$ cat src/rtl/uart_baud_ctrl.sv
`default_nettype none
// ============================================================================
// Module      : uart_baud_ctrl
// Description : Baud timing for one TX and one RX UART channel from a shared,
//               host-programmed bit divisor; RX start qualification/sampling.
// Revision    : 1.0 - initial release
// ============================================================================
module uart_baud_ctrl #(
  parameter int DIV_W       = 32,
  parameter int DEFAULT_DIV = 100,
  parameter int DATA_BITS   = 8,
  parameter int STOP_BITS   = 1
) (
  input  logic             clk,
  input  logic             areset,
  input  logic             cfg_we,
  input  logic [DIV_W-1:0] cfg_divisor,
  output logic             cfg_busy,
  output logic             cfg_rej,
  input  logic             tx_req,
  output logic             tx_ack,
  output logic             tx_tick,
  output logic             tx_done,
  input  logic             rx,
  output logic             rx_sample,
  output logic             rx_bit,
  output logic [3:0]       rx_bit_idx,
  output logic             rx_done,
  output logic             rx_frame_err
);

  localparam int c_FRAME_LEN = 1 + DATA_BITS + STOP_BITS;
  localparam int c_NB_W      = $clog2(c_FRAME_LEN + 1);

  typedef enum logic [0:0] {TX_IDLE, TX_RUN} tx_state_t;
  typedef enum logic [1:0] {RX_IDLE, RX_START, RX_DATA, RX_STOP} rx_state_t;

  logic [DIV_W-1:0]  r_div;
  logic              r_cfg_rej;

  tx_state_t         r_tx_state, w_tx_state_nx;
  logic [DIV_W-1:0]  r_tx_cnt, w_tx_cnt_nx;
  logic [DIV_W-1:0]  r_tx_div, w_tx_div_nx;
  logic [c_NB_W-1:0] r_tx_nbits, w_tx_nbits_nx;
  logic              w_tx_ack, w_tx_tick, w_tx_done;

  logic              r_rx_meta, r_rx_s, r_rx_prev;
  rx_state_t         r_rx_state, w_rx_state_nx;
  logic [DIV_W-1:0]  r_rx_cnt, w_rx_cnt_nx;
  logic [DIV_W-1:0]  r_rx_div, w_rx_div_nx;
  logic [3:0]        r_rx_idx, w_rx_idx_nx;
  logic              w_rx_sample, w_rx_done, w_rx_err;

  logic              w_rx_start;
  logic              w_cfg_ok;
  logic [DIV_W-1:0]  w_rx_half;

  assign cfg_busy   = (r_tx_state != TX_IDLE) | (r_rx_state != RX_IDLE);
  assign w_rx_start = (r_rx_state == RX_IDLE) & r_rx_prev & ~r_rx_s;
  // A pending TX request or a just-seen RX start would latch the old divisor
  // this same cycle, so both block a reconfiguration.
  assign w_cfg_ok   = cfg_we & ~cfg_busy & ~tx_req & ~w_rx_start;
  assign w_rx_half  = r_rx_div >> 1;

  always_ff @(posedge clk) begin
    if (areset) begin
      r_div     <= DIV_W'(DEFAULT_DIV);
      r_cfg_rej <= 1'b0;
      r_rx_meta <= 1'b1;
      r_rx_s    <= 1'b1;
      r_rx_prev <= 1'b1;
    end else begin
      if (w_cfg_ok) r_div <= (cfg_divisor < DIV_W'(2)) ? DIV_W'(2) : cfg_divisor;
      r_cfg_rej <= cfg_we & ~w_cfg_ok;
      r_rx_meta <= rx;
      r_rx_s    <= r_rx_meta;
      r_rx_prev <= r_rx_s;
    end
  end

  // TX channel
  always_ff @(posedge clk) begin
    if (areset) begin
      r_tx_state <= TX_IDLE;
      r_tx_cnt   <= '0;
      r_tx_div   <= '0;
      r_tx_nbits <= '0;
    end else begin
      r_tx_state <= w_tx_state_nx;
      r_tx_cnt   <= w_tx_cnt_nx;
      r_tx_div   <= w_tx_div_nx;
      r_tx_nbits <= w_tx_nbits_nx;
    end
  end

  always_comb begin
    w_tx_state_nx = r_tx_state;
    w_tx_cnt_nx   = r_tx_cnt;
    w_tx_div_nx   = r_tx_div;
    w_tx_nbits_nx = r_tx_nbits;
    w_tx_ack      = 1'b0;
    w_tx_tick     = 1'b0;
    w_tx_done     = 1'b0;
    case (r_tx_state)
      TX_IDLE: begin
        if (tx_req) begin
          w_tx_ack      = 1'b1;
          w_tx_state_nx = TX_RUN;
          w_tx_cnt_nx   = '0;
          w_tx_div_nx   = r_div;
          w_tx_nbits_nx = c_NB_W'(c_FRAME_LEN);
        end
      end
      TX_RUN: begin
        if (r_tx_cnt == r_tx_div - 1'b1) begin
          w_tx_tick     = 1'b1;
          w_tx_cnt_nx   = '0;
          w_tx_nbits_nx = r_tx_nbits - 1'b1;
          if (r_tx_nbits == c_NB_W'(1)) begin
            w_tx_done     = 1'b1;
            w_tx_state_nx = TX_IDLE;
          end
        end else begin
          w_tx_cnt_nx = r_tx_cnt + 1'b1;
        end
      end
      default: w_tx_state_nx = TX_IDLE;
    endcase
  end

  // RX channel
  always_ff @(posedge clk) begin
    if (areset) begin
      r_rx_state <= RX_IDLE;
      r_rx_cnt   <= '0;
      r_rx_div   <= '0;
      r_rx_idx   <= '0;
    end else begin
      r_rx_state <= w_rx_state_nx;
      r_rx_cnt   <= w_rx_cnt_nx;
      r_rx_div   <= w_rx_div_nx;
      r_rx_idx   <= w_rx_idx_nx;
    end
  end

  always_comb begin
    w_rx_state_nx = r_rx_state;
    w_rx_cnt_nx   = r_rx_cnt;
    w_rx_div_nx   = r_rx_div;
    w_rx_idx_nx   = r_rx_idx;
    w_rx_sample   = 1'b0;
    w_rx_done     = 1'b0;
    w_rx_err      = 1'b0;
    case (r_rx_state)
      RX_IDLE: begin
        if (w_rx_start) begin
          w_rx_state_nx = RX_START;
          w_rx_cnt_nx   = '0;
          w_rx_div_nx   = r_div;
        end
      end
      RX_START: begin
        // Line must still be low half a bit after the edge, else it was a glitch.
        if (r_rx_cnt == w_rx_half - 1'b1) begin
          w_rx_cnt_nx = '0;
          if (!r_rx_s) begin
            w_rx_state_nx = RX_DATA;
            w_rx_idx_nx   = '0;
          end else begin
            w_rx_state_nx = RX_IDLE;
          end
        end else begin
          w_rx_cnt_nx = r_rx_cnt + 1'b1;
        end
      end
      RX_DATA: begin
        if (r_rx_cnt == r_rx_div - 1'b1) begin
          w_rx_sample = 1'b1;
          w_rx_cnt_nx = '0;
          w_rx_idx_nx = r_rx_idx + 1'b1;
          if (r_rx_idx == 4'(DATA_BITS - 1)) w_rx_state_nx = RX_STOP;
        end else begin
          w_rx_cnt_nx = r_rx_cnt + 1'b1;
        end
      end
      RX_STOP: begin
        if (r_rx_cnt == r_rx_div - 1'b1) begin
          w_rx_done     = 1'b1;
          w_rx_err      = ~r_rx_s;
          w_rx_cnt_nx   = '0;
          w_rx_state_nx = RX_IDLE;
        end else begin
          w_rx_cnt_nx = r_rx_cnt + 1'b1;
        end
      end
      default: w_rx_state_nx = RX_IDLE;
    endcase
  end

  // Strobes are suppressed during reset so an aborted frame never signals completion.
  assign cfg_rej      = r_cfg_rej;
  assign tx_ack       = w_tx_ack & ~areset;
  assign tx_tick      = w_tx_tick & ~areset;
  assign tx_done      = w_tx_done & ~areset;
  assign rx_sample    = w_rx_sample & ~areset;
  assign rx_bit       = rx_sample & r_rx_s;
  assign rx_bit_idx   = rx_sample ? r_rx_idx : 4'd0;
  assign rx_done      = w_rx_done & ~areset;
  assign rx_frame_err = w_rx_err & ~areset;

endmodule
`default_nettype wire

$ cat config.mk
export PLATFORM = sky130hd
export DESIGN_NAME = uart_baud_ctrl
export DESIGN_NICKNAME = d
export VERILOG_FILES = /design/src/rtl/uart_baud_ctrl.sv
export SDC_FILE = /design/constraint.sdc
export NUM_CORES = 1
export LEC_CHECK = 0
export BUFFER_PORTS_ARGS = -buffer_cell sky130_fd_sc_hd__buf_4
export CORE_ASPECT_RATIO = 1.4
export CORE_MARGIN = 4
export CORE_UTILIZATION = 63
export CTS_CLUSTER_DIAMETER = 40
export DETAILED_ROUTE_END_ITERATION = 12
export PLACE_DENSITY = 0.81
export SLEW_MARGIN = 20
export SYNTH_ARGS = -nofsm -noshare
export SYNTH_HDL_FRONTEND = slang
export SYNTH_SLANG_ARGS = --single-unit
$ cat constraint.sdc
create_clock -name clk -period 5.8 [get_ports clk]
set_clock_uncertainty 0.1 [all_clocks]
set_input_delay 0.87 -clock clk [delete_from_list [all_inputs] [get_ports clk]]
set_output_delay 0.87 -clock clk [all_outputs]
set_load 0.01 [all_outputs]
# Yosys cells after proc, flatten, opt, wreduce, memory -nomap -nowiden
# Index checks and enable logic that the tools add are counted.
[word_totals]
ff_bits = 175
latchBits = 0
mem_bits_rw = 0
mem_bits_ro = 0
input_bits = 37
output_inout_bits = 13
n_memories = 0
[op_classes]
add_sub_neg = 7
multipliers = 0
n_div = 0
order_cmp = 1
eq_ne = 16
shift = 0
muxes = 38
bitwise = 21
reduce_logical = 9
[op_table]
columns = ["cell", "n"]
rows = [
  ["$mux 32", 6],
  ["$eq 32x32->1", 3],
  ["$pmux 32 s3", 1],
  ["$add 32x1->32 const B", 2],
  ["$pmux 32 s2", 1],
  ["$sub 32x1->32 const B", 2],
  ["$lt 32x2->1 const B", 1],
  ["$sub 31x1->32 const B", 1],
  ["$mux 4", 6],
  ["$pmux 4 s2", 2],
  ["$mux 1", 14],
  ["$ne 2x2->1 const B", 7],
  ["$and 1x1->1", 13],
  ["$mux 2", 6],
  ["$pmux 2 s4", 1],
  ["$not 1->1", 7],
  ["$reduce_and 2->1", 3],
  ["$reduce_and 5->1", 1],
  ["$add 4x1->4 const B", 1],
  ["$eq 2x2->1 const B", 2],
  ["$eq 4x1->1 const B", 1],
  ["$eq 4x3->1 const B", 1],
  ["$reduce_and 4->1", 1],
  ["$reduce_bool 2->1", 2],
  ["7 further kinds", 7],
]

# Longest topological paths before layout
[logic_depth]
word_depth = 8
mapped_depth = 16
depth_no_buf = 12

# Worst setup path after synthesis
# OpenSTA, ideal clock, no wires.
[synth_timing]
kind = "register to output"
startpoint = "reg r_rx_div[1]"
endpoint = "out rx_bit"
arrival_ps = 3566
setup_slack_ps = 1264
path_stages_with_launch = 14
path_buffers = 1
path_cell_list = "dfxtp_1 -> inv_1 -> ha_1 -> nor2b_1 -> nand2_1 -> or4_1 -> o31ai_1 -> a31oi_1 -> or4_1 -> or4_1 -> buf_2 -> or3_1 -> nor2_1 -> and2_1"
[synth_via]
elab_chain_cells = 6
[synth_lines]
columns = ["item", "line_no", "source"]
rows = [
  ["start, declared", "50", "logic [DIV_W-1:0] r_rx_div, w_rx_div_nx;"],
  ["start signal, assigned", "141", "r_rx_div <= w_rx_div_nx;"],
  ["$sub 32x1->32", "177", "if (r_rx_cnt == r_rx_div - 1'b1) begin"],
  ["$eq 32x32->1", "177", ""],
  ["$mux 1", "177", ""],
  ["$mux 1", "154", "case (r_rx_state)"],
  ["$and 1x1->1", "205", "assign rx_sample = w_rx_sample & ~areset;"],
  ["named net rx_sample", "25", "output logic rx_sample,"],
  ["$and 1x1->1", "206", "assign rx_bit = rx_sample & r_rx_s;"],
  ["end, declared", "26", "output logic rx_bit,"],
]
# The timed path passes the listed nets, and every way through them passes these cells.

# Worst setup path in the final report
[layout_timing]
startpoint = "reg r_rx_div[2]"
endpoint = "out rx_bit_idx[0]"
[layout_via]
elab_chain_cells = 6
[layout_lines]
columns = ["item", "line_no", "source"]
rows = [
  ["$sub 32x1->32", "177", ""],
  ["$eq 32x32->1", "177", ""],
  ["$mux 1", "177", ""],
  ["$mux 1", "154", ""],
  ["$and 1x1->1", "205", ""],
  ["$mux 4", "207", "assign rx_bit_idx = rx_sample ? r_rx_idx : 4'd0;"],
  ["end, declared", "27", "output logic [3:0] rx_bit_idx,"],
]
# Every way passes these cells.

==> impl_metrics.ini <==
[status]
status = finished clean

[synthesis]
synth_top_area_share_pct = 32.22
synthTopCellsByCount = nand2_1, dfxtp_1, a21oi_1
yosys.area.top_type = dfxtp_1
synth_area_um2 = 10870
synth.distinct_cells = 72
synth_sequential_area_ratio_pct = 32.22
synth_ff_type = dfxtp_1
synth_edf_count = 0
synth-xor-area-share_pct = 11.12
synth_most_common_cell = nand2_1
ys_warn_count = 0
synth_compound_area_share_pct = 15.69
muxShareOfSynthArea_pct = 0.7596
netlist_top_cells_area = dfxtp_1, nand2_1, xnor2_1
synth_area_per_cell_um2 = 7.277
synth_seq_cells = 175
async_flop_share_pct = 0
synthAdderAreaFrac_pct = 0.9207
syn_nets = 1539
synthSimpleGateAreaFrac_pct = 33.77
synthCells = 1494
synth_top_family_by_area = simple AND/OR/NAND/NOR gates

[detailed_routing]
drc = 0
viasPerCell = 6.025
vias = 10260
wl_per_cell_um = 17.00
dr.pass1.iters = 5
routed_wl_um = 28940
antenna_left = 0
drt_iter0_markers = 705

[clocking]
cts_tree = done
cts_max_path_buffers = 2
clock_sinks = 175
cts_buffers = 17
worstSkewPairLatency_ns = 0.43
cts_setup_buffers = 0
cts_max_level = 4
postCtsHoldBufs = 0
clockRootBuffer = clkbuf_16
clkTransAtPathRegs_ns = 0.06
cts_resized = 0

[worst_setup_path]
critPathKind = reg -> out
cp_max_fo = 9
cp.arrival_ns = 4.47
r2r_slack_ns = 1.10
crit_path_end_kind = output port
critPathLaunchType = flop
cp-endpoint = rx_bit_idx[0]
reg2reg_to = r_rx_idx[1]
rr_startpoint = r_rx_div[7]
r2r.worst_path.cells = 10
crit_required_ns = 4.83
cp-startpoint = r_rx_div[2]

[placement]
hpwl_um = 21730
portBuffers = 49
globalplace.congestion = 0.9841
dp.cells = 1670

[sta]
period_share_pct = 93.82
period_needed_ns = 5.441
rsz0062_at_grt = false
whs_ns = 0.3151
slew_headroom_pct = 34.46
hold_viol_final = 0
worstMarginPinSlew_ns = 0.9808
drv_slew = 0
fmax_ghz = 0.1838
setup_viol = 0
tns_ns = 0

[pwr]
cellPowerDensity_nw_per_um2 = 240.2
p_total_mw = 2.828
ir_drop_v = 0.0001826
p_leak_nw = 4.216

[grt]
grt_overflow = 0
grt_max_degree = 91
grt_pass1_vias = 9719
grt_pass1_wl_um = 47520
grt.total_usage_pct = 29.94
antenna_found_initial = 0

[run]
max_cap_viol_count = 0

[floorplan]
initial_utilization_pct = 64.38
num_rows = 56
ios = 50
dieArea_um2 = 19450
die_x_um = 119.0
die_h_um = 163.4
core_um2 = 16890

[cells_and_area]
area_delta_synth_final_pct = 8.298
stdcell_count = 1702
num_antenna_cells = 0
drive_above_1_share_pct = 8.980
layout.nets = 1502

[hold_path]
hold_path.class = reg -> reg
==> worst max-delay path: stages (launching register included) <==
cell and delay (ns):
dfxtp_1 0.34, inv_1 0.10, ha_1 0.35, nor3b_1 0.48, nand4_2 0.34, nor3_1 0.34, xnor2_1 0.09, or4_1 0.45
or4_1 0.62, or3_1 0.40, nor2_1 0.23, and2_1 0.17, buf_4 0.11
==> logic make-up (layout without fill, tap and decap cells) <==
| logic type | count (synthesis) | after routing |
|---|---|---|
| xor+xnor | 138 | 138 |
| fa+ha+maj | 8 | 8 |
| compound gates | 279 | 279 |
| simple gates | 735 | 735 |
| buf+inv | 151 | 127 |
| flops | 175 | 175 |
| mux | 8 | 8 |
==> layer usage <==
layer  up-vias  share of wire, %  wire length, um  GRT usage [%]
li1       5161                 -                -              -
met4         0               5.6             1632          17.29
met1      4797                41            11860          34.46
met3        85               2.8              813          4.087
met2       212                51            14640          52.92
met5         -                 0                0              0
==> cells in the final DEF (no fill, tap or decap), types with 33 or more instances in the layout <==
cell     count
nor3_1      46
a21oi_1    117
nor4_1      33
nor2_1      71
or3_1       39
dfxtp_1    175
buf_4       67
nand3_1     66
o21ai_0     41
xnor2_1     86
xor2_1      52
nand2_1    317
==> power by group <==
part	leakage (nW)	switching [mW]	total [mW]	internal [mW]
registers	1.42	0.0310	1.25	1.22
logic	2.52	0.256	0.425	0.169
clock network	0.277	0.524	1.15	0.624
==> final cells by class <==
class                      count  area, um2
sequential                   175       3503
clock inverter                13      132.6
inverter                      28      105.1
multi-input combinational   1168       6787
fill                        1473       5112
timing repair buffer          67      503.0
tap                          232      290.3
clock buffer                  19      452.9
==> worst min path at each step <==
stage                     depth (start not counted)       from  slack (ns)      to
final                                             1  r_rx_meta        0.32  r_rx_s
after global routing                              1  r_rx_meta        0.32  r_rx_s
after CTS                                         1  r_rx_meta        0.32  r_rx_s
after detailed placement                          1  r_rx_meta        0.30  r_rx_s
after global placement                            1  r_rx_meta        0.29  r_rx_s
after floorplan                                   1  r_rx_meta        0.29  r_rx_s
==> stage by stage <==
stage | util [%] | cell area [um2] | setup WS [ns]
final | 69.72 | 11770 | 0.3587
after global routing | 69.72 | 11770 | 0.04716
after CTS | 69.72 | 11770 | 0.3589
after detailed placement | 66.25 | 11190 | 0.8811
after global placement | 66.22 | 11180 | 0.9866
after floorplan | - | 10870 | 1.264
==> sequential cells by signal (all words and copies together) (netlist names), named ones only <==
name and count:
r_rx_idx 4, r_rx_prev 1, r_rx_state 1, r_rx_meta 1, cfg_rej 1, r_rx_s 1, r_tx_state 1, r_rx_div 32
r_rx_cnt 32, r_div 32, r_tx_cnt 32, r_tx_nbits 4, r_tx_div 32
Power figures use the tool's default switching activity.
